<file path="config.mk">
export PLATFORM = sky130hd
export DESIGN_NAME = dram_cmd_arbiter
export DESIGN_NICKNAME = d
export VERILOG_FILES = /design/src/rtl/dram_cmd_arbiter.sv
export SDC_FILE = /design/constraint.sdc
export NUM_CORES = 1
export LEC_CHECK = 0
export BUFFER_PORTS_ARGS = -buffer_cell sky130_fd_sc_hd__buf_4
export CAP_MARGIN = 0
export CORE_MARGIN = 1.5
export CORE_UTILIZATION = 30
export DETAILED_ROUTE_END_ITERATION = 12
export SLEW_MARGIN = 40
export SYNTH_ARGS = -nofsm -noshare
export SYNTH_HDL_FRONTEND = slang
export SYNTH_SLANG_ARGS = --single-unit
</file>
<file path="constraint.sdc">
create_clock -name clk -period 4.7 [get_ports clk]
set_input_delay 1.175 -clock clk [delete_from_list [all_inputs] [get_ports clk]]
set_output_delay 1.175 -clock clk [all_outputs]
set_load 0.01 [all_outputs]
</file>
<file path="src/rtl/dram_cmd_arbiter.sv">
// dram_cmd_arbiter: round-robin arbiter sharing one DRAM command FIFO write
// port between NUM_REQ requesters. A grant lasts one burst, which ends on a
// beat tagged last or after MAX_BURST beats. Beats pass straight through to
// the FIFO write side, and the arbiter never writes while the FIFO is full.
// Optional build macro ARB_PRIO0_EN gives requester 0 (refresh) priority at
// arbitration time without preempting an ongoing burst.
module dram_cmd_arbiter #(
  parameter int NUM_REQ   = 4,
  parameter int WIDTH     = 8,
  parameter int MAX_BURST = 4
) (
  input  logic                       clk,
  input  logic                       rst,
  input  logic [NUM_REQ-1:0]         req_valid,
  input  logic [NUM_REQ*WIDTH-1:0]   req_data,
  input  logic [NUM_REQ-1:0]         req_last,
  output logic [NUM_REQ-1:0]         req_ready,
  input  logic                       fifo_full,
  output logic                       fifo_write_en,
  output logic [WIDTH-1:0]           fifo_write_data,
  output logic [$clog2(NUM_REQ)-1:0] grant_id,
  output logic                       busy
);

  localparam int IDW = $clog2(NUM_REQ);
  localparam int CW  = $clog2(MAX_BURST + 1);
  localparam logic [CW-1:0]  LAST_BEAT = CW'(MAX_BURST - 1);
  localparam logic [IDW-1:0] TOP_IDX   = IDW'(NUM_REQ - 1);

  typedef enum logic {
    IDLE,
    GRANT
  } state_t;

  state_t         state;
  logic [IDW-1:0] owner;
  logic [IDW-1:0] rr_ptr;
  logic [CW-1:0]  beat_cnt;

  logic [IDW-1:0] next_owner;
  logic [IDW-1:0] rr_next;
  logic           any_valid;
  logic           granted;
  logic           xfer;
  logic           burst_end;

  // Index base+off reduced modulo NUM_REQ (off is always below NUM_REQ)
  function automatic logic [IDW-1:0] wrap_idx(input logic [IDW-1:0] base, input int off);
    int sum;
    sum = int'(base) + off;
    if (sum >= NUM_REQ) sum = sum - NUM_REQ;
    return sum[IDW-1:0];
  endfunction

  assign any_valid = |req_valid;
  assign granted   = (state == GRANT);

  // Choose the next owner: first valid requester at or after rr_ptr, wrapping around
  always_comb begin
    next_owner = rr_ptr;
    for (int k = NUM_REQ - 1; k >= 0; k--) begin
      if (req_valid[wrap_idx(rr_ptr, k)]) next_owner = wrap_idx(rr_ptr, k);
    end
`ifdef ARB_PRIO0_EN
    if (req_valid[0]) next_owner = '0;
`endif
  end

  // Only the owner sees ready, and only while the FIFO has room
  always_comb begin
    req_ready = '0;
    if (granted && !fifo_full) req_ready[owner] = 1'b1;
  end

  assign xfer            = granted && !fifo_full && req_valid[owner];
  assign fifo_write_en   = xfer;
  assign fifo_write_data = req_data[int'(owner)*WIDTH +: WIDTH];
  assign burst_end       = xfer && (req_last[owner] || (beat_cnt == LAST_BEAT));

  // Rotation pointer after a burst; with priority enabled, requester 0's
  // bursts leave the rotation among the others undisturbed
  always_comb begin
    rr_next = (owner == TOP_IDX) ? '0 : owner + 1'b1;
`ifdef ARB_PRIO0_EN
    if (owner == '0) rr_next = rr_ptr;
`endif
  end

  // Arbitration FSM: IDLE picks an owner, GRANT streams its burst
  always_ff @(posedge clk or posedge rst) begin
    if (rst) begin
      state    <= IDLE;
      owner    <= '0;
      rr_ptr   <= '0;
      beat_cnt <= '0;
    end else begin
      case (state)
        IDLE: begin
          if (any_valid) begin
            owner    <= next_owner;
            beat_cnt <= '0;
            state    <= GRANT;
          end
        end
        GRANT: begin
          if (xfer) begin
            beat_cnt <= beat_cnt + 1'b1;
            if (burst_end) begin
              state  <= IDLE;
              rr_ptr <= rr_next;
            end
          end
        end
        default: state <= IDLE;
      endcase
    end
  end

  assign grant_id = owner;
  assign busy     = granted;

endmodule

</file>
# Word level (Yosys, flattened, before mapping)
# Cells that the tools add are included.
[totals]
regBits = 8
input_bits = 43
out_inout_bits = 16
elab_cells = 70
[op_classes]
n_addsub = 9
order_cmp = 10
n_eq_ne = 4
shifts = 1
n_mux = 31
n_bitwise = 1
reduce_logical = 10
[op_table]
columns = ["cell", "count"]
rows = [
  ["32-bit by 6-bit indexed part select with 8-bit output", 1],
  ["2-bit 2-to-1 mux", 9],
  ["2-bit by 3-bit < comparator with 1-bit output, second input constant", 5],
  ["1-bit binary-select mux with 2-bit select", 6],
  ["1-bit 2-to-1 mux", 10],
  ["3-bit greater-or-equal comparator, second input constant", 3],
  ["2-bit by 1-bit subtractor with 2-bit output, second input constant", 4],
  ["2-bit by 2-bit adder with 3-bit output, second input constant", 2],
  ["3-bit 2-to-1 mux", 2],
  ["3-bit one-hot mux with 2 select lines", 1],
  ["1-bit logical AND", 4],
  ["4-bit 2-to-1 mux", 1],
  ["2-bit AND reduction", 2],
  ["4-bit OR reduction", 1],
  ["2-bit by 1-bit adder with 3-bit output, second input constant", 1],
  ["3-bit by 1-bit adder with 3-bit output, second input constant", 1],
  ["3-bit by 2-bit == test with 1-bit output, second input constant", 1],
  ["2-bit by 3-bit greater-or-equal comparator with 1-bit output, second input constant", 1],
  ["3-bit AND reduction", 1],
  ["2-bit by 1-bit adder with 2-bit output, second input constant", 1],
  ["1-bit demux with 2-bit select", 1],
  ["2-bit == test, second input constant", 1],
  ["2-bit by 1-bit greater-or-equal comparator with 1-bit output, second input constant", 1],
  ["2-bit by 1-bit inequality test with 1-bit output, second input constant", 1],
  ["5 further kinds", 5],
]

# Depth between registers and ports, before layout
# Gate-level depths: netlist of run 1.
[logic_depth]
ltp_word = 9
mapped_depth = 6
mapped_depth_nobuf = 6

# Worst setup path after synthesis of run 1
# Ideal clock, no wire load.
[synth_timing]
path_type = "input -> output"
start = "in req_valid[3]"
end = "out fifo_write_en"
arrival_time_ps = 1921
t_required_ps = 3525
path_slack_ps = 1604
stages = 3
n_path_buf = 1
path_cell_list = "mux4_2 -> and2_1 -> buf_6"
[synth_via]
elab_chain_cells = 3
[synth_lines]
columns = ["element", "line", "rtl"]
rows = [
  ["start, declared", "14", "input logic [NUM_REQ-1:0] req_valid,"],
  ["1-bit binary-select mux with 2-bit select", "75", "assign xfer = granted && !fifo_full && req_valid[owner];"],
  ["1-bit 2-to-1 mux (implied by the code)", "75", ""],
  ["1-bit logical AND", "75", ""],
  ["end, declared", "19", "output logic fifo_write_en,"],
]
# No other way between the ends. The select of a mux whose other input is x is not followed.

# Final worst setup path of run 1
# Ends and elaborated chain as after synthesis.

==> results of run 1 <==
-- per-stage QoR --
stage	instance area [sq um]	hold WS [ns]	power, W
finish	1257	0.4827	0.0005417
global route	1257	0.5388	0.0005928
CTS	1257	0.4858	0.0005513
detailed placement	1235	0.4729	0.0004998
global placement	1235	0.4655	0.0004919
floorplan	783.3	0.4533	0.0003579
-- cell usage in the layout, fill, tap and decap left out, types with 2 or more instances in the layout --
cell type,n
buf_4,58
a21oi_1,3
inv_1,7
mux4_2,9
mux2_1,2
o21ai_0,3
nor2_1,5
ha_1,6
and2_1,5
clkbuf_4,3
mux2_2,3
nor2b_1,2
dfrtp_1,8
-- sequential cells by signal (all words and copies together), names as in the netlist --
| name | count |
|---|---|
| busy | 1 |
| beat_cnt | 3 |
| grant_id | 2 |
| rr_ptr | 2 |
-- synthesized netlist by cell type, types with 2 or more instances --
cell and count:
a21oi_1 3, and2_1 5, buf_2 2, dfrtp_1 8, ha_1 6, inv_1 7, mux2_1 2, mux2_2 3
mux4_2 9, nor2_1 5, nor2b_1 2, o21ai_0 3
-- cell families after synthesis --
| group | after synthesis | synth area share |
|---|---|---|
| and+or+nand+nor | 19 | 0.1470 |
| muxes | 14 | 0.3307 |
| AOI/OAI and AO/OA | 13 | 0.1102 |
| buffers and inverters | 10 | 0.06071 |
| DFF | 8 | 0.2556 |
| adders and majority gates | 6 | 0.09584 |
-- cell type report --
type | count | area (sq um)
inverters | 7 | 26.28
fillers | 237 | 1220
clock buffers | 3 | 22.52
repair buffers | 58 | 435.4
well taps | 30 | 37.54
flip-flops and latches | 8 | 200.2
multi-input cells | 52 | 535.5
-- path summary, 6_finish.rpt --
path | from | to | slack [ns] | cells after the start
worst min-delay path | beat_cnt[1]$_DFFE_PP0P_ | beat_cnt[1]$_DFFE_PP0P_ | 0.48 | 1
min in group asynchronous | rst | beat_cnt[0]$_DFFE_PP0P_ | 0.88 | 2
worst max register to register | grant_id[0]$_DFFE_PP0P_ | rr_ptr[0]$_DFFE_PP0P_ | 2.56 | 4
worst max-delay path | req_valid[3] | fifo_write_en | 1.34 | 4
worst min register to register | beat_cnt[1]$_DFFE_PP0P_ | beat_cnt[1]$_DFFE_PP0P_ | 0.48 | 1
max in group asynchronous | rst | grant_id[0]$_DFFE_PP0P_ | 3.58 | 2
-- report_power, final --
part	internal, W	switching, W	leakage (nW)
logic	0.000207	0.000125	0.503
clock network	0.0000291	0.0000215	0.0138
registers	0.0000965	0.0000628	0.0993
total	0.000332	0.000209	0.616
-- layer usage --
metal  share of wire  routed length [um]
met1            0.36                 734
met2            0.51                1042
met3            0.13                 273
met4               0                   0
met5               0                   0
==> out/qor.csv, run 1 <==
metric,value,unit
Mapped Cells,70,
syn_area_per_cell,11.19,sq um
Post-Syn Nets,119,
worst slew pin tran,0.7585,ns
clock skew,0.004647,ns
maximum fanout along the worst path,6,
n_diodes,0,
CP required,3.52,ns
Leak,0.6161,nW
"Hold Vio Cnt, Final",0,
Cells after DPL,155,
"flops & latches, synth",8,
post-route ant nets,0,
crit path launch type,input port,
CP Capture Type,output port,
fin crit period,3.358,ns
M3 GR Usage,0.01389,
Yosys warning count,0,
TritonCTS clock tree,built,
clk_lat worst skew,0.25,ns
# DRC,0,
GRT Max-Usage Layer,met2,
sequential share of the synthesized area,0.2556,
Setup TNS,0,ns
I/O pin count,59,
post-DP HPWL,1710,um
routed len/inst,12.97,um
post-synth top area share,0.2588,
initial DRC count,6,
count of final max-slew check failures,0,
Post-synth ARST share,1.000,
Die H,54.10,um
Main synth FF type,dfrtp_1,
core region area,2477,sq um
CTS Hold Bufs,0,
Congestion Overflow GR,0,
vias in the first global route,702,
row cnt,18,
P per Cell Area,430.8,nW/um^2
Longest Clk Path Bufs,2,
DP Worst Slack,1.337,ns
DR vias,805,
RSZ-0062 raised after global routing,no,
layout cell share with drive strength beyond 1,0.5859,
VDD IR max,0.3289,mV
Total Routing Usage GR,0.1323,
CTS H-tree lvls,1,
initial antenna violation count,0,
starting density of the core,0.3162,
CP bufs+invs,2,
CTS Buf Count,3,
Final GP Congestion,0.8147,
met2 Usage GRT,0.2642,
"Largest stage delay, worst path",0.49,ns
CTS resizes,0,
Rel. slew slack,0.4943,
min setup slack post-route,1.342,ns
Total Wirelength,2050,um
Synth area leaders,"mux4_2, dfrtp_1, ha_1",
met1 usage,0.1489,
Die X,54.10,um
"EDFF count, synth",0,
CP max stage cell,mux4_2,
setup violators final,0,
"Distinct cells, synth",27,
Port Buffers,58,
Post-Layout Cell Count,158,
final core utilization,0.5076,
synthesized cell area,783.3,sq um
first-pass GRT wire length,2891,um
Synth area leader,mux4_2,
CP top delay family,multiplexers,
Critical Path AT,2.18,ns
nets,179,
postcts setup bufs,0,
full die area,2926,sq um
ratio of final minimum period to clock period,0.7144,
critical path class,in2out,
clk slew on worst S/H paths,0.06,ns
Most common cell on crit path,buf_4,
DR vias/cell,5.095,
detailed-router iteration count before antenna repair,4,
Clock Sinks,8,
Clk Tree Root Cell,clkbuf_4,
area delta synth->final,60.54,%
status,"finished, final reports clean",
Hold Path Class,reg2reg,
Max-Cap Viols,0,
largest net degree at the start of global routing,17,
worst-path cell chain,buf_4 > mux4_2 > and2_1 > buf_4,
FMAX,0.2978,GHz
Power figures use the tool's default switching activity.
==> run 2, diff against run 1 <==
--- a/config.mk
+++ b/config.mk
@@ -5,6 +5,7 @@
 export SDC_FILE = /design/constraint.sdc
 export NUM_CORES = 1
 export LEC_CHECK = 0
+export ABC_AREA = 1
 export BUFFER_PORTS_ARGS = -buffer_cell sky130_fd_sc_hd__buf_4
 export CAP_MARGIN = 0
 export CORE_MARGIN = 1.5
==> constraint.sdc (replaced) <==
create_clock -name clk -period 2.8 [get_ports clk]
set_input_delay 0.7 -clock clk [delete_from_list [all_inputs] [get_ports clk]]
set_output_delay 0.7 -clock clk [all_outputs]
set_load 0.01 [all_outputs]
==> out/qor.csv, run 2 <==
metric,value,unit
crit path launch type,register,
synthesized cell area,937.1,sq um
register area,200.2,sq um
Post-Syn Nets,210,
"commonest non-fill, non-tap cell in the layout",buf_4,
I/O pin count,59,
number of fill cells in the layout,338,
ratio of final minimum period to clock period,0.7933,
clk slew on worst S/H paths,0.05,ns
M1 WL,1328,um
detailed-router iteration count before antenna repair,4,
status,"finished, final reports clean",
met3 wire length,121,um
Final GP Congestion,0.8849,
worst slew pin tran,0.4367,ns
VDD IR max,0.4724,mV
FF-to-FF Start,grant_id[0]$_DFFE_PP0P_,
CTS Buf Count,3,
Max-Cap Viols,0,
min setup slack post-route,0.5789,ns
Leak,0.7880,nW
row cnt,20,
DP Worst Slack,0.5849,ns
Clock Sinks,8,
"EDFF count, synth",0,
Critical Path AT,1.52,ns
count of final max-slew check failures,0,
n_diodes,0,
RSZ-0062 raised after global routing,no,
Congestion Overflow GR,0,
Total Routing Usage GR,0.1821,
Hold Path Class,in2async,
Longest Clk Path Bufs,2,
Main synth FF type,dfrtp_1,
full die area,3468,sq um
post-route ant nets,0,
beginning of the critical path,grant_id[0]$_DFFE_PP0P_,
Rel. slew slack,0.7069,
sequential share of the synthesized area,0.2136,
critical path class,reg2out,
Post-synth ARST share,1.000,
area delta synth->final,50.33,%
CTS Hold Bufs,0,
initial DRC count,85,
setup violators final,0,
DR vias,1217,
P per Cell Area,904.0,nW/um^2
largest net degree at the start of global routing,24,
post-DP HPWL,2403,um
# DRC,0,
most common cell in the netlist,nand2_1,
CTS H-tree lvls,1,
Mapped Cells,161,
postcts setup bufs,0,
first-pass GRT wire length,4954,um
synth cell count leaders,"nand2_1, nor2_1, o21ai_0, inv_1, nand3_1",
initial antenna violation count,0,
CP Capture Type,output port,
Total Wirelength,2979,um
FMAX,0.4502,GHz
Setup TNS,0,ns
Clk Tree Root Cell,clkbuf_4,
Port Buffers,58,
CP required,2.10,ns
"flops & latches, synth",8,
Die H,58.89,um
Max Used Layer,met4,
max FFs per register,3,
routed len/inst,11.92,um
Synth area leader,dfrtp_1,
Yosys warning count,0,
Die X,58.89,um
DR vias/cell,4.868,
nets,268,
clk_lat worst skew,0.25,ns
"Distinct cells, synth",19,
TritonCTS clock tree,built,
maximum fanout along the worst path,23,
final core utilization,0.4692,
post-synth top area share,0.2136,
largest reg by FF count,beat_cnt,
"commonest non-fill, non-tap cells in the layout","buf_4, nand2_1, nor2_1",
Synth area leaders,"dfrtp_1, nand2_1, nor2_1",
fin crit period,2.221,ns
hold_ws,0.3997,ns
routed wl met2,1488,um
"Hold Vio Cnt, Final",0,
syn_area_per_cell,5.821,sq um
core region area,3003,sq um
area of the multi-input gates,615.6,sq um
starting density of the core,0.3121,
vias in the first global route,1124,
layout cell share with drive strength beyond 1,0.3180,
CTS resizes,0,
clock skew,0.002106,ns
-- run 2: cell types whose count changed in the layout (fill, tap and decap cells not counted), moves of 7 or more --
cell	previous run	this run
nand2_1	0	37
nor2_1	5	29
inv_1	7	18
o21ai_0	3	20
o22ai_1	1	8
mux4_2	9	0
nand3_1	0	11
-- run 2: critical path, cell delays in order (launching register included) --
cell     delay [ns]
dfrtp_1        0.43
inv_2          0.29
o21ai_1        0.17
a21oi_4        0.22
buf_4          0.16
-- run 2: layout make-up --
type | count | area share
multi-input combinational | 125 | 0.4369
tap | 33 | 0.02931
sequential | 8 | 0.1421
inverter | 21 | 0.05595
clock buffer | 3 | 0.01599
timing repair buffer | 60 | 0.3197
-- run 2: through the flow --
stage / instance area (sq um) / std cells / total power [W]
finish: 1409 / 250 / 0.001274
floorplan: 937.1 / 161 / 0.0008660
global placement: 1386 / 247 / 0.001171
CTS: 1409 / 250 / 0.001289
global route: 1409 / 250 / 0.001425
detailed placement: 1386 / 247 / 0.001194
-- run 2: path summary, 6_finish.rpt --
path / cells past startpoint / end / slack, ns
min in group clk: 1 / beat_cnt[0]$_DFFE_PP0P_ / 0.49
max in group asynchronous: 2 / grant_id[0]$_DFFE_PP0P_ / 2.16
max reg2reg: 8 / beat_cnt[2]$_DFFE_PP0P_ / 1.31
max: 4 / fifo_write_en / 0.58
min reg2reg: 1 / beat_cnt[0]$_DFFE_PP0P_ / 0.49
min: 2 / beat_cnt[0]$_DFFE_PP0P_ / 0.40
-- run 2: cells by family (layout without fill, tap and decap cells) --
logic type | count (synthesis) | after routing | synth area share
adders and majority gates | 6 | 6 | 0.08010
DFF | 8 | 8 | 0.2136
AOI/OAI and AO/OA | 39 | 39 | 0.2323
and+or+nand+nor | 80 | 80 | 0.3444
buffers and inverters | 28 | 84 | 0.1295
-- run 2: report_power, final --
group	internal [W]	switching, W
Sequential	0.000167	0.0000590
Combinational	0.000407	0.000553
Clock	0.0000490	0.0000393
Total	0.000623	0.000651
-- run 2: layer usage --
metal,track usage,vias to the layer above
met5,0,-
met4,0.06494,0
met3,0.01099,5
met2,0.3016,35
met1,0.2497,540
li1,-,637
